`config.mk`:
```
export PLATFORM = sky130hd
export DESIGN_NAME = button_step_conditioner
export DESIGN_NICKNAME = d
export VERILOG_FILES = /design/src/rtl/btn_pkg.sv /design/src/rtl/button_step_conditioner_sync_debounce.sv /design/src/rtl/button_step_conditioner.sv
export SDC_FILE = /design/constraint.sdc
export NUM_CORES = 1
export LEC_CHECK = 0
export CORE_MARGIN = 2
export CORE_UTILIZATION = 48
export CTS_CLUSTER_SIZE = 10
export DETAILED_ROUTE_END_ITERATION = 7
export SYNTH_ARGS = -nofsm -noshare
export SYNTH_HDL_FRONTEND = slang
export SYNTH_SLANG_ARGS = --single-unit
```
`constraint.sdc`:
```
create_clock -name clk_in -period 4.4 [get_ports clk_in]
set_input_delay 0.44 -clock clk_in [delete_from_list [all_inputs] [get_ports clk_in]]
set_output_delay 0.44 -clock clk_in [all_outputs]
set_load 0.01 [all_outputs]
```
`src/rtl/btn_pkg.sv`:
```
// Shared types and default timing constants for board push-button conditioning.
package btn_pkg;

  typedef enum logic [1:0] {
    IDLE        = 2'd0,
    HELD_DELAY  = 2'd1,
    HELD_REPEAT = 2'd2
  } btn_state_e;

  localparam int unsigned CLK_HZ              = 50_000_000;
  localparam int unsigned DEBOUNCE_20MS       = CLK_HZ / 50;
  localparam int unsigned REPEAT_DELAY_500MS  = CLK_HZ / 2;
  localparam int unsigned REPEAT_PERIOD_200MS = CLK_HZ / 5;

  // Counter width able to hold any value up to n, with one spare bit.
  function automatic int unsigned cnt_width(input int unsigned n);
    return int'($clog2(n)) + 1;
  endfunction

  function automatic int unsigned max2(input int unsigned a, input int unsigned b);
    return (a > b) ? a : b;
  endfunction

endpackage

```
`src/rtl/button_step_conditioner_sync_debounce.sv`:
```
// Two-FF synchroniser, stability-count debouncer and press/release edge pulses.
module sync_debounce
  import btn_pkg::*;
#(
  parameter int unsigned DEBOUNCE_CYCLES = DEBOUNCE_20MS
) (
  input  logic clk_in,
  input  logic rst,
  input  logic raw,
  output logic level,
  output logic press_pulse,
  output logic release_pulse,
  output logic press_c,
  output logic release_c
);

  localparam int unsigned CNT_W = cnt_width(DEBOUNCE_CYCLES);

  logic             s1;
  logic             s0;
  logic [CNT_W-1:0] db_cnt;
  logic             accept_c;

  // A level change is accepted once the synchronised input has disagreed long enough.
  assign accept_c  = (s0 != level) && (db_cnt == CNT_W'(DEBOUNCE_CYCLES - 1));
  assign press_c   = accept_c && !level;
  assign release_c = accept_c && level;

  // Bring the asynchronous button into the clock domain.
  always_ff @(posedge clk_in) begin
    if (rst) begin
      s1 <= 1'b0;
      s0 <= 1'b0;
    end else begin
      s1 <= raw;
      s0 <= s1;
    end
  end

  // Count consecutive disagreeing cycles; toggle the level and pulse on acceptance.
  always_ff @(posedge clk_in) begin
    if (rst) begin
      db_cnt        <= '0;
      level         <= 1'b0;
      press_pulse   <= 1'b0;
      release_pulse <= 1'b0;
    end else begin
      press_pulse   <= press_c;
      release_pulse <= release_c;
      if (s0 == level) begin
        db_cnt <= '0;
      end else if (accept_c) begin
        db_cnt <= '0;
        level  <= ~level;
      end else begin
        db_cnt <= db_cnt + CNT_W'(1);
      end
    end
  end

endmodule

```
`src/rtl/button_step_conditioner.sv`:
```
// Frequency-select button conditioner: debounced level, edge pulses and auto-repeat steps.
module button_step_conditioner
  import btn_pkg::*;
#(
  parameter int unsigned DEBOUNCE_CYCLES      = DEBOUNCE_20MS,
  parameter bit          REPEAT_EN            = 1'b1,
  parameter int unsigned REPEAT_DELAY_CYCLES  = REPEAT_DELAY_500MS,
  parameter int unsigned REPEAT_PERIOD_CYCLES = REPEAT_PERIOD_200MS
) (
  input  logic clk_in,
  input  logic rst,
  input  logic btn_raw,
  output logic btn_level,
  output logic press_pulse,
  output logic release_pulse,
  output logic step_pulse,
  output logic repeat_active
);

  localparam int unsigned RP_MAX = max2(max2(REPEAT_DELAY_CYCLES, REPEAT_PERIOD_CYCLES),
                                        DEBOUNCE_CYCLES);
  localparam int unsigned RP_W   = cnt_width(RP_MAX);

  logic            press_c;
  logic            release_c;
  btn_state_e      state;
  btn_state_e      state_next;
  logic [RP_W-1:0] rp_cnt;
  logic [RP_W-1:0] rp_cnt_next;
  logic            repeat_c;

  sync_debounce #(
    .DEBOUNCE_CYCLES (DEBOUNCE_CYCLES)
  ) u_sync_debounce (
    .clk_in        (clk_in),
    .rst           (rst),
    .raw           (btn_raw),
    .level         (btn_level),
    .press_pulse   (press_pulse),
    .release_pulse (release_pulse),
    .press_c       (press_c),
    .release_c     (release_c)
  );

  // Repeat FSM next state; a release always wins and suppresses any repeat pulse.
  always_comb begin
    state_next  = state;
    rp_cnt_next = rp_cnt;
    repeat_c    = 1'b0;
    unique case (state)
      IDLE: begin
        if (press_c) begin
          state_next  = HELD_DELAY;
          rp_cnt_next = '0;
        end
      end
      HELD_DELAY: begin
        if (!REPEAT_EN) begin
          rp_cnt_next = '0;
        end else if (rp_cnt == RP_W'(REPEAT_DELAY_CYCLES - 1)) begin
          repeat_c    = 1'b1;
          rp_cnt_next = '0;
          state_next  = HELD_REPEAT;
        end else begin
          rp_cnt_next = rp_cnt + RP_W'(1);
        end
      end
      HELD_REPEAT: begin
        if (rp_cnt == RP_W'(REPEAT_PERIOD_CYCLES - 1)) begin
          repeat_c    = 1'b1;
          rp_cnt_next = '0;
        end else begin
          rp_cnt_next = rp_cnt + RP_W'(1);
        end
      end
      default: begin
        state_next  = IDLE;
        rp_cnt_next = '0;
      end
    endcase
    if (release_c) begin
      state_next  = IDLE;
      rp_cnt_next = '0;
      repeat_c    = 1'b0;
    end
  end

  // State, repeat counter and registered step/repeat outputs.
  always_ff @(posedge clk_in) begin
    if (rst) begin
      state         <= IDLE;
      rp_cnt        <= '0;
      step_pulse    <= 1'b0;
      repeat_active <= 1'b0;
    end else begin
      state         <= state_next;
      rp_cnt        <= rp_cnt_next;
      step_pulse    <= press_c | repeat_c;
      repeat_active <= (state_next == HELD_REPEAT);
    end
  end

endmodule
```
# Word level (Yosys, flattened, before mapping)
# Cells that the tools add are included.
# W data, S select, Z words.
[classes]
n_addsub = 2
n_mul = 0
n_div = 0
order_cmp = 0
n_eq_ne = 9
shift = 0
muxes = 12
n_bitwise = 3
reduce_logical = 8
[op_table]
columns = ["op", "count"]
rows = [
  ["$mux W26", 3],
  ["$pmux W26 S3", 1],
  ["$add A26 B1 Y26 const B", 1],
  ["$eq A26 B24 Y1 const B", 1],
  ["$eq A26 B25 Y1 const B", 1],
  ["$add A21 B1 Y21 const B", 1],
  ["$eq A21 B20 Y1 const B", 1],
  ["$mux W2", 3],
  ["$pmux W2 S3", 1],
  ["$eq A2 B2 Y1 const B", 2],
  ["$logic_and A1 B1 Y1", 3],
  ["$mux W1", 3],
  ["$reduce_or A3 Y1", 1],
  ["$eq A2 B1 Y1 const B", 1],
  ["$logic_not A2 Y1", 1],
  ["$ne A2 B2 Y1 const B", 1],
  ["$not A1 Y1", 2],
  ["$pmux W1 S2", 1],
  ["$reduce_and A2 Y1", 1],
  ["$reduce_or A2 Y1", 1],
  ["$eq A1 B1 Y1", 1],
  ["$logic_not A1 Y1", 1],
  ["$ne A1 B1 Y1", 1],
  ["$or A1 B1 Y1", 1],
]
[word_totals]
reg_bits = 56
latchBits = 0
ramBits = 0
rom_bits = 0
inputBits = 3
output_inout_bits = 5
n_memories = 0

# Depth between registers and ports, before layout
# Gate-level depths: netlist of the first run.
[logic_depth]
word_depth = 7
mapped_depth = 9
mapped_depth_nobuf = 7

# Hierarchy
# Synthesis of the first run repeated with hierarchy kept, for this count alone.
[unflattened]
hier_cells = 341
hier_area_um2 = 2849.0
[by_module_without_submodules]
columns = ["module", "instances", "cells_per_inst", "area_per_inst_um2", "seq_area_each_um2"]
rows = [
  ["button_step_conditioner", 1, 213, 1720.4, 600.6],
  ["sync_debounce", 1, 128, 1128.6, 520.5],
]

# Worst setup path before layout of the first run
# Ideal clock, no wire load.
[synth_path]
kind = "flip-flop to flip-flop"
startpoint = "reg rp_cnt[0]"
endpoint = "reg rp_cnt[23]"
setup_time_ns = 0.125
arrival_ns = 2.065
required_time_ns = 4.275
slack_ns = 2.209
path_stages_with_launch = 10
path_buffers = 2
period_less_slack_ns = 2.191
cell_sequence = "dfxtp_1 -> ha_1 -> nand3_1 -> or4_1 -> o21ai_1 -> a21boi_2 -> buf_6 -> buf_6 -> a32oi_1 -> o41ai_1"
[synth_between]
elab_chain_cells = 3
elab_cells_between_ends = 6
classes_between = "1 x add/sub; 2 x eq/ne; 3 x mux"
[synth_lines]
columns = ["element", "line", "rtl"]
rows = [
  ["start, declared", "button_step_conditioner.sv:28", "logic [RP_W-1:0] rp_cnt;"],
  ["start signal, assigned", "button_step_conditioner.sv:97", "rp_cnt <= rp_cnt_next;"],
  ["$add A26 B1 Y26 (tied with other cells)", "button_step_conditioner.sv:65, button_step_conditioner.sv:73", ""],
  ["$mux W26 (on tied branches)", "button_step_conditioner.sv:69, button_step_conditioner.sv:60", ""],
  ["$pmux W26 S3 *", "button_step_conditioner.sv:50", "unique case (state)"],
]
# Every way passes the cells marked *; elsewhere a longest branch is shown, timed or not.
# A chain may end at the register's enable or synchronous reset.

# Final worst setup path of the first run
[layout_path]
startpoint = "reg u_sync_debounce.db_cnt[0]"
endpoint = "reg rp_cnt[11]"
[layout_between]
elab_chain_cells = 4
elab_cells_between_ends = 6
classes_between = "2 x eq/ne; 4 x reduce/logical"
[layout_lines]
columns = ["element", "line", "rtl"]
rows = [
  ["start, declared", "button_step_conditioner_sync_debounce.sv:21", "logic [CNT_W-1:0] db_cnt;"],
  ["start signal, assigned", "button_step_conditioner_sync_debounce.sv:56", "db_cnt <= db_cnt + CNT_W'(1);"],
  ["$eq A21 B20 Y1 *", "button_step_conditioner_sync_debounce.sv:25", "assign accept_c = (s0 != level) && (db_cnt == CNT_W'(DEBOUNCE_CYCLES - 1));"],
  ["$logic_and A1 B1 Y1 *", "button_step_conditioner_sync_debounce.sv:25", ""],
  ["$logic_and A1 B1 Y1 (on tied branches)", "button_step_conditioner_sync_debounce.sv:26, button_step_conditioner_sync_debounce.sv:27", ""],
  ["$ne A2 B2 Y1 (no line) / $reduce_or A2 Y1 (equally long branches)", "-", ""],
]
# Marked as above.

==> results by group, run 1 <==
STA
  • Fin. max-slew vios: 0
  • Min Hold Slack: 448 ps
  • Slew HR: 0.456
  • Worst slew pin tran: 811 ps
  • Hold Vio Cnt, Final: 0
  • Ratio of final minimum period to clock period: 0.615
  • Fin Clk Skew: 6.25 ps
  • Fmax: 369 MHz
  • Fin crit period: 2710 ps
  • # setup viols final: 0
  • Unrepaired setup endpoints after global routing: no
  • TNS Setup: 0 ps

Setup path
  • Arrival @ worst endpoint: 2890 ps
  • CP startpoint: u_sync_debounce.db_cnt[0]
  • Data required, critical path: 4590 ps
  • Crit Path Category: reg -> reg
  • R2R depth: 7
  • CP Capture Type: register
  • Startpoint type of the worst setup path: register
  • Reg-to-Reg Start: u_sync_debounce.db_cnt[0]
  • FF-to-FF End: rp_cnt[11]
  • Crit-path max FO: 19
  • R2R Setup Slk: 1690 ps

Cells and area
  • Final net count: 355
  • # diodes: 0
  • Proportion of layout cells with a drive suffix above 1: 0.0461
  • Layout filler cell count: 577
  • Synthesis-to-layout area growth: 7.31%
  • Cell area after layout: 3120 µm²

Route
  • Vias per cell: 6.06
  • Final ANT Viol Nets: 0
  • DR DRC count: 0
  • Per-cell routed wire length: 15.5 µm
  • Pre-antenna DRT Iters: 4
  • Via Count: 2,558
  • Starting DRT DRC Count: 146
  • Total Routed Length: 6560 µm

Die
  • Chip width: 81.9 µm
  • Starting Density: 0.495
  • Placement Rows: 28
  • DIE AREA: 6700 µm²
  • Core area: 5890 µm²
  • Io pins: 8
  • Die Y: 81.9 µm

Power
  • Clk pwr share: 0.378
  • Pwr/cell area: 282 nW/µm²
  • Switch share: 0.216
  • P_int: 0.691 mW
  • Logic pwr share: 0.043
  • Leak: 0.947 nW
  • Flop pwr share: 0.579
  • Overall Power: 0.882 mW
  • P_sw: 0.191 mW
  • Max VDD drop: 150 µV

CTS
  • CTS Buffer Depth: 2
  • CTS root buffer: clkbuf_8
  • CTS resizes: 0
  • Post-CTS Setup Inserts: 0
  • H-tree depth: 2
  • Worst-path clk slew: 100 ps
  • CTS Buf Count: 5
  • Clock Latency Late Sink: 310 ps
  • # clock sinks: 56
  • # hold bufs at CTS: 0
  • CTS tree: yes

Min path
  • Min-Delay Path Class: reg -> reg
  • Hold_sp: u_sync_debounce.s1
  • Hold EP: u_sync_debounce.s0
  • Hold depth: 1

Global routing
  • Global-route wire length before repair: 11,100 µm
  • GRT overflow: 0
  • Number of global-route vias before repair: 2,341
  • Initial antenna violation count: 0
  • Global Route Usage Sum: 0.212
  • Largest net degree at the start of global routing: 22

Yosys
  • Synth Area per Inst: 8.49 µm²
  • Top_reg_cell synth: dfxtp_1
  • Sequential fraction of the synthesis area: 0.385
  • Flops & latches, synth: 56
  • Synth async-reset ratio: 0
  • Mapped Area: 2910 µm²
  • Synth warnings: 0
  • Yosys cell types: 57
  • Number of synthesized flops with an enable pin: 0
  • Synthesized Nets: 352
  • Syn Inst Count: 343

Place
  • Final GP Congestion: 0.883
  • Cell Area, Placed: 3020 µm²
  • Post-detail-place hpwl: 4610 µm
  • Port Buffers: 7

Job
  • Max_cap viols: 0

Status
  • Status: finished, final reports clean
critical path, stage by stage, from the launching register on:
cell and delay, ps:
dfxtp_1 380, ha_1 220, nand2_1 120, nor4_2 400
a41oi_2 520, and2_1 560, a31oi_1 270, o32ai_1 110
worst max-delay path by stage:
| stage | endpoint | slack [ps] | cells after the start |
|---|---|---|---|
| after detailed placement | rp_cnt[8] | 1700 | 7 |
| after global placement | rp_cnt[24] | 1800 | 6 |
| final | rp_cnt[11] | 1690 | 7 |
| after CTS | rp_cnt[11] | 1670 | 7 |
| after global routing | rp_cnt[11] | 1320 | 7 |
| after floorplan | rp_cnt[23] | 2210 | 9 |
per-stage QoR:
stage	std cells	setup slack [ps]	utilization
4_1_cts	422	1670	0.531
3_3_place_gp	414	1800	0.513
2_1_floorplan	343	2210	-
3_5_place_dp	414	1700	0.513
5_1_grt	422	1320	0.531
6_report	422	1690	0.531
kinds of logic after synthesis:
family	synth area share
and+or+nand+nor	0.343
AOI/OAI and AO/OA	0.147
DFF	0.385
buffers and inverters	0.0395
xor gates and xnor gates	0.0602
adders and majority gates	0.0258
area by class of cell:
cell class                 instances  area [µm²]  area share
inverter                          11        41.3      0.0132
tap                               75        93.8      0.0300
clock buffer                       6        72.6      0.0232
multi-input combinational        263        1680       0.536
sequential                        56        1120       0.359
timing repair buffer               9        85.1      0.0272
clock inverter                     2        35.0      0.0112
power by group through the flow:
stage          combinational [mW]  clock (mW)  sequential [mW]
5_1_grt                    0.0416       0.364            0.512
6_report                   0.0379       0.333            0.511
3_5_place_dp               0.0379           0            0.523
4_1_cts                    0.0381       0.343            0.511
3_3_place_gp               0.0377           0            0.523
2_1_floorplan              0.0270           0            0.523
cell usage in the layout, fill, tap and decap left out, drive strengths merged, types with 3 or more instances in the layout:
master         count
a21oi              5
a22oi              9
a31oi              8
and3              12
and4               3
clkbuf             6
clkdlybuf4s50      7
dfxtp             56
ha                 6
inv               11
nand2             33
nand3             22
nand4             13
nand4b             4
nor2              37
nor2b              5
nor3               7
nor4               8
nor4b              3
o2111ai            3
o211ai             3
o21ai              6
o31ai              8
or3                7
or4                8
or4b               4
xnor2             10
xor2              10
sequential cells by signal (all words and copies together) (netlist names):
register	flops
rp_cnt	26
u_sync_debounce.db_cnt	21
state	2
repeat_active	1
step_pulse	1
u_sync_debounce.level	1
u_sync_debounce.press_pulse	1
u_sync_debounce.release_pulse	1
u_sync_debounce.s0	1
u_sync_debounce.s1	1
Yosys cell counts, types with 2 or more instances:
cell type / count / area (µm²)
nand4_1: 13 / 81.3
a32oi_1: 2 / 17.5
xor2_1: 10 / 87.6
o211ai_1: 3 / 22.5
and4_1: 3 / 26.3
buf_2: 5 / 25.0
a22oi_1: 9 / 67.6
nand4b_1: 4 / 35.0
o31ai_1: 8 / 60.1
clkbuf_1: 5 / 18.8
nand2_1: 32 / 120
or4_1: 7 / 52.6
buf_6: 2 / 22.5
and2_1: 2 / 12.5
o2111ai_1: 3 / 26.3
or4b_1: 4 / 40.0
a31oi_1: 8 / 50.1
o41ai_1: 2 / 17.5
a21oi_1: 5 / 25.0
ha_1: 6 / 75.1
nor4_1: 7 / 43.8
nor2_1: 36 / 135
nor4b_1: 3 / 26.3
and3_1: 12 / 75.1
nor3b_1: 2 / 15.0
o21a_1: 2 / 15.0
xnor2_1: 10 / 87.6
nand3b_1: 2 / 15.0
inv_1: 11 / 41.3
nor3_1: 7 / 35.0
nor2b_1: 5 / 31.3
or3_1: 7 / 43.8
dfxtp_1: 56 / 1120
nand4bb_1: 2 / 22.5
nand3_1: 22 / 110
o21ai_0: 5 / 25.0
per-layer routing:
| metal | global-route usage | part of all wire | wire length, µm | vias up |
|---|---|---|---|---|
| li1 | - | - | - | 1293 |
| met1 | 0.261 | 0.46 | 2980 | 1203 |
| met2 | 0.375 | 0.50 | 3280 | 54 |
| met3 | 0.0374 | 0.030 | 196 | 8 |
| met4 | 0.0667 | 0.014 | 92 | 0 |
| met5 | 0 | 0 | 0 | - |
Power figures use the tool's default switching activity.
==> run 2, diff against run 1 <==
==> constraint.sdc (replaced) <==
create_clock -name clk_in -period 2.65 [get_ports clk_in]
set_input_delay 0.265 -clock clk_in [delete_from_list [all_inputs] [get_ports clk_in]]
set_output_delay 0.265 -clock clk_in [all_outputs]
set_load 0.01 [all_outputs]
==> results by group, run 2 (same netlist as run 1, synthesis figures left out) <==
Power
  • Overall Power: 1.40 mW (was 0.882 mW)
  • Pwr/cell area: 426 nW/µm² (was 282 nW/µm²)
  • Max VDD drop: 237 µV (was 150 µV)
  • Leak: 1.03 nW (was 0.947 nW)

Cells and area
  • Cell area after layout: 3280 µm² (was 3120 µm²)
  • Final net count: 374 (was 355)
  • Synthesis-to-layout area growth: 12.5% (was 7.31%)
  • Most frequent cells in the layout: 56 x dfxtp_1, 36 x nor2_1, 32 x nand2_1 (unchanged)
  • Number of flip-flops in the largest register: 26 (unchanged)
  • Biggest regs: rp_cnt: 26 flops, u_sync_debounce.db_cnt: 21 flops, state: 2 flops (unchanged)
  • Proportion of layout cells with a drive suffix above 1: 0.0984 (was 0.0461)
  • Most common cell after layout, fill and taps aside: dfxtp_1 (unchanged)
  • # diodes: 0 (unchanged)
  • Final cell count without fillers: 441 (was 422)
  • Reg with most FFs: rp_cnt (unchanged)

Die
  • DIE AREA: 6700 µm² (unchanged)
  • Starting Density: 0.495 (unchanged)
  • Die Y: 81.9 µm (unchanged)
  • Placement Rows: 28 (unchanged)
  • Core area: 5890 µm² (unchanged)
  • Io pins: 8 (unchanged)
  • Chip width: 81.9 µm (unchanged)

STA
  • Fin crit period: 2460 ps (was 2710 ps)
  • Slew HR: 0.484 (was 0.456)
  • Hold Vio Cnt, Final: 0 (unchanged)
  • TNS Setup: 0 ps (unchanged)
  • Worst slew pin tran: 775 ps (was 811 ps)
  • Fin Clk Skew: 6.29 ps (was 6.25 ps)
  • Post-route worst setup slack: 195 ps (was 1690 ps)
  • Fin. max-slew vios: 0 (unchanged)
  • Ratio of final minimum period to clock period: 0.927 (was 0.615)
  • Fmax: 407 MHz (was 369 MHz)
  • # setup viols final: 0 (unchanged)

CTS
  • CTS root buffer: clkbuf_8 (unchanged)
  • H-tree depth: 2 (unchanged)
  • CTS tree: yes (unchanged)
  • CTS Buffer Depth: 2 (unchanged)
  • Post-CTS Setup Inserts: 0 (unchanged)
  • Clock Latency Late Sink: 310 ps (about the same)
  • Worst-path clk slew: 100 ps (about the same)
  • # hold bufs at CTS: 0 (unchanged)
  • # clock sinks: 56 (unchanged)
  • CTS Buf Count: 5 (unchanged)

Setup path
  • Startpoint type of the worst setup path: register (unchanged)
  • Reg-to-Reg Start: rp_cnt[18] (was u_sync_debounce.db_cnt[0])
  • R2R depth: 7 (unchanged)
  • Crit Path Category: reg -> reg (unchanged)
  • CP Capture Type: register (unchanged)
  • Data required, critical path: 2840 ps (was 4590 ps)
  • Crit-path max FO: 19 (unchanged)
  • Arrival @ worst endpoint: 2650 ps (was 2890 ps)
  • R2R Setup Slk: 190 ps (was 1690 ps)
  • FF-to-FF End: rp_cnt[25] (was rp_cnt[11])

Global routing
  • Global Route Usage Sum: 0.223 (was 0.212)
  • Met2 usage: 0.379 (was 0.375)
  • GRT overflow: 0 (unchanged)
  • Largest net degree at the start of global routing: 21 (was 22)
  • Global-route wire length before repair: 11,700 µm (was 11,100 µm)
  • Number of global-route vias before repair: 2,418 (was 2,341)
  • GR Layer Usage met1: 0.283 (was 0.261)
  • Gr busiest metal: met2 (unchanged)
  • Met3 GRT Util: 0.0418 (was 0.0374)
  • Initial antenna violation count: 0 (unchanged)

Place
  • Final GP Congestion: 0.902 (was 0.883)
  • Cell Area, Placed: 3170 µm² (was 3020 µm²)
  • Post-detail-place hpwl: 5010 µm (was 4610 µm)
  • Dpl ws: 117 ps (was 1700 ps)
  • Port Buffers: 7 (unchanged)
  • DP Cell Count: 433 (was 414)

Job
  • Max_cap viols: 0 (unchanged)

Route
  • Total Routed Length: 6950 µm (was 6560 µm)
  • Starting DRT DRC Count: 95 (was 146)
  • Pre-antenna DRT Iters: 4 (unchanged)
  • Final ANT Viol Nets: 0 (unchanged)
  • Per-cell routed wire length: 15.8 µm (was 15.5 µm)
  • DR DRC count: 0 (unchanged)
  • Via Count: 2,613 (was 2,558)
  • Vias per cell: 5.93 (was 6.06)

Min path
  • Hold_sp: u_sync_debounce.s1 (unchanged)
  • Hold depth: 1 (unchanged)
  • Min-Delay Path Class: reg -> reg (unchanged)
  • Hold EP: u_sync_debounce.s0 (unchanged)

Status
  • Status: finished, final reports clean (unchanged)
## run 2: final cells by class
type	count	area (µm²)
Sequential cell	56	1120
Clock inverter	2	16.3
Inverter	11	41.3
Timing Repair Buffer	28	240
Fill cell	548	2610
Clock buffer	6	72.6
Multi-Input combinational cell	263	1690
Tap cell	75	93.8
## run 2: per-stage QoR
stage / util / hold WS (ps)
global route: 0.557 / 464
global placement: 0.539 / 422
detailed placement: 0.539 / 428
finish: 0.557 / 449
floorplan: - / 337
CTS: 0.554 / 455
## run 2: how the worst max path moves through the flow
stage	startpoint	endpoint	slack, ps	depth (start not counted)
3_3_place_gp	rp_cnt[0]	rp_cnt[21]	200	8
3_5_place_dp	rp_cnt[0]	rp_cnt[22]	120	8
6_report	rp_cnt[18]	rp_cnt[25]	190	7
4_1_cts	rp_cnt[0]	rp_cnt[21]	80	8
5_1_grt	rp_cnt[18]	rp_cnt[25]	-30	6
2_1_floorplan	rp_cnt[0]	rp_cnt[23]	460	9
## run 2: routing by layer
metal  vias to the layer above  share of wire
li1                       1326              -
met1                      1238           0.47
met2                        39           0.49
met3                        10          0.027
met4                         0          0.014
met5                         -              0
## run 2: what timing repair did
action                                 CTS  global route
setup endpoints to repair                0            19
endpoints found under the hold margin    0             0
gates resized for setup                  0             2
## run 2: power breakdown
part | internal (mW) | switching, mW
registers | 0.846 | 0.00273
logic | 0.0273 | 0.0449
clock network | 0.189 | 0.287
## run 2: worst max-delay path, stage by stage (launching register included)
cell	delay, ps
dfxtp_1	420
nor4bb_1	420
nand4_1	230
o41ai_2	540
a21boi_4	230
buf_12	220
a32oi_1	170
o21ai_0	110
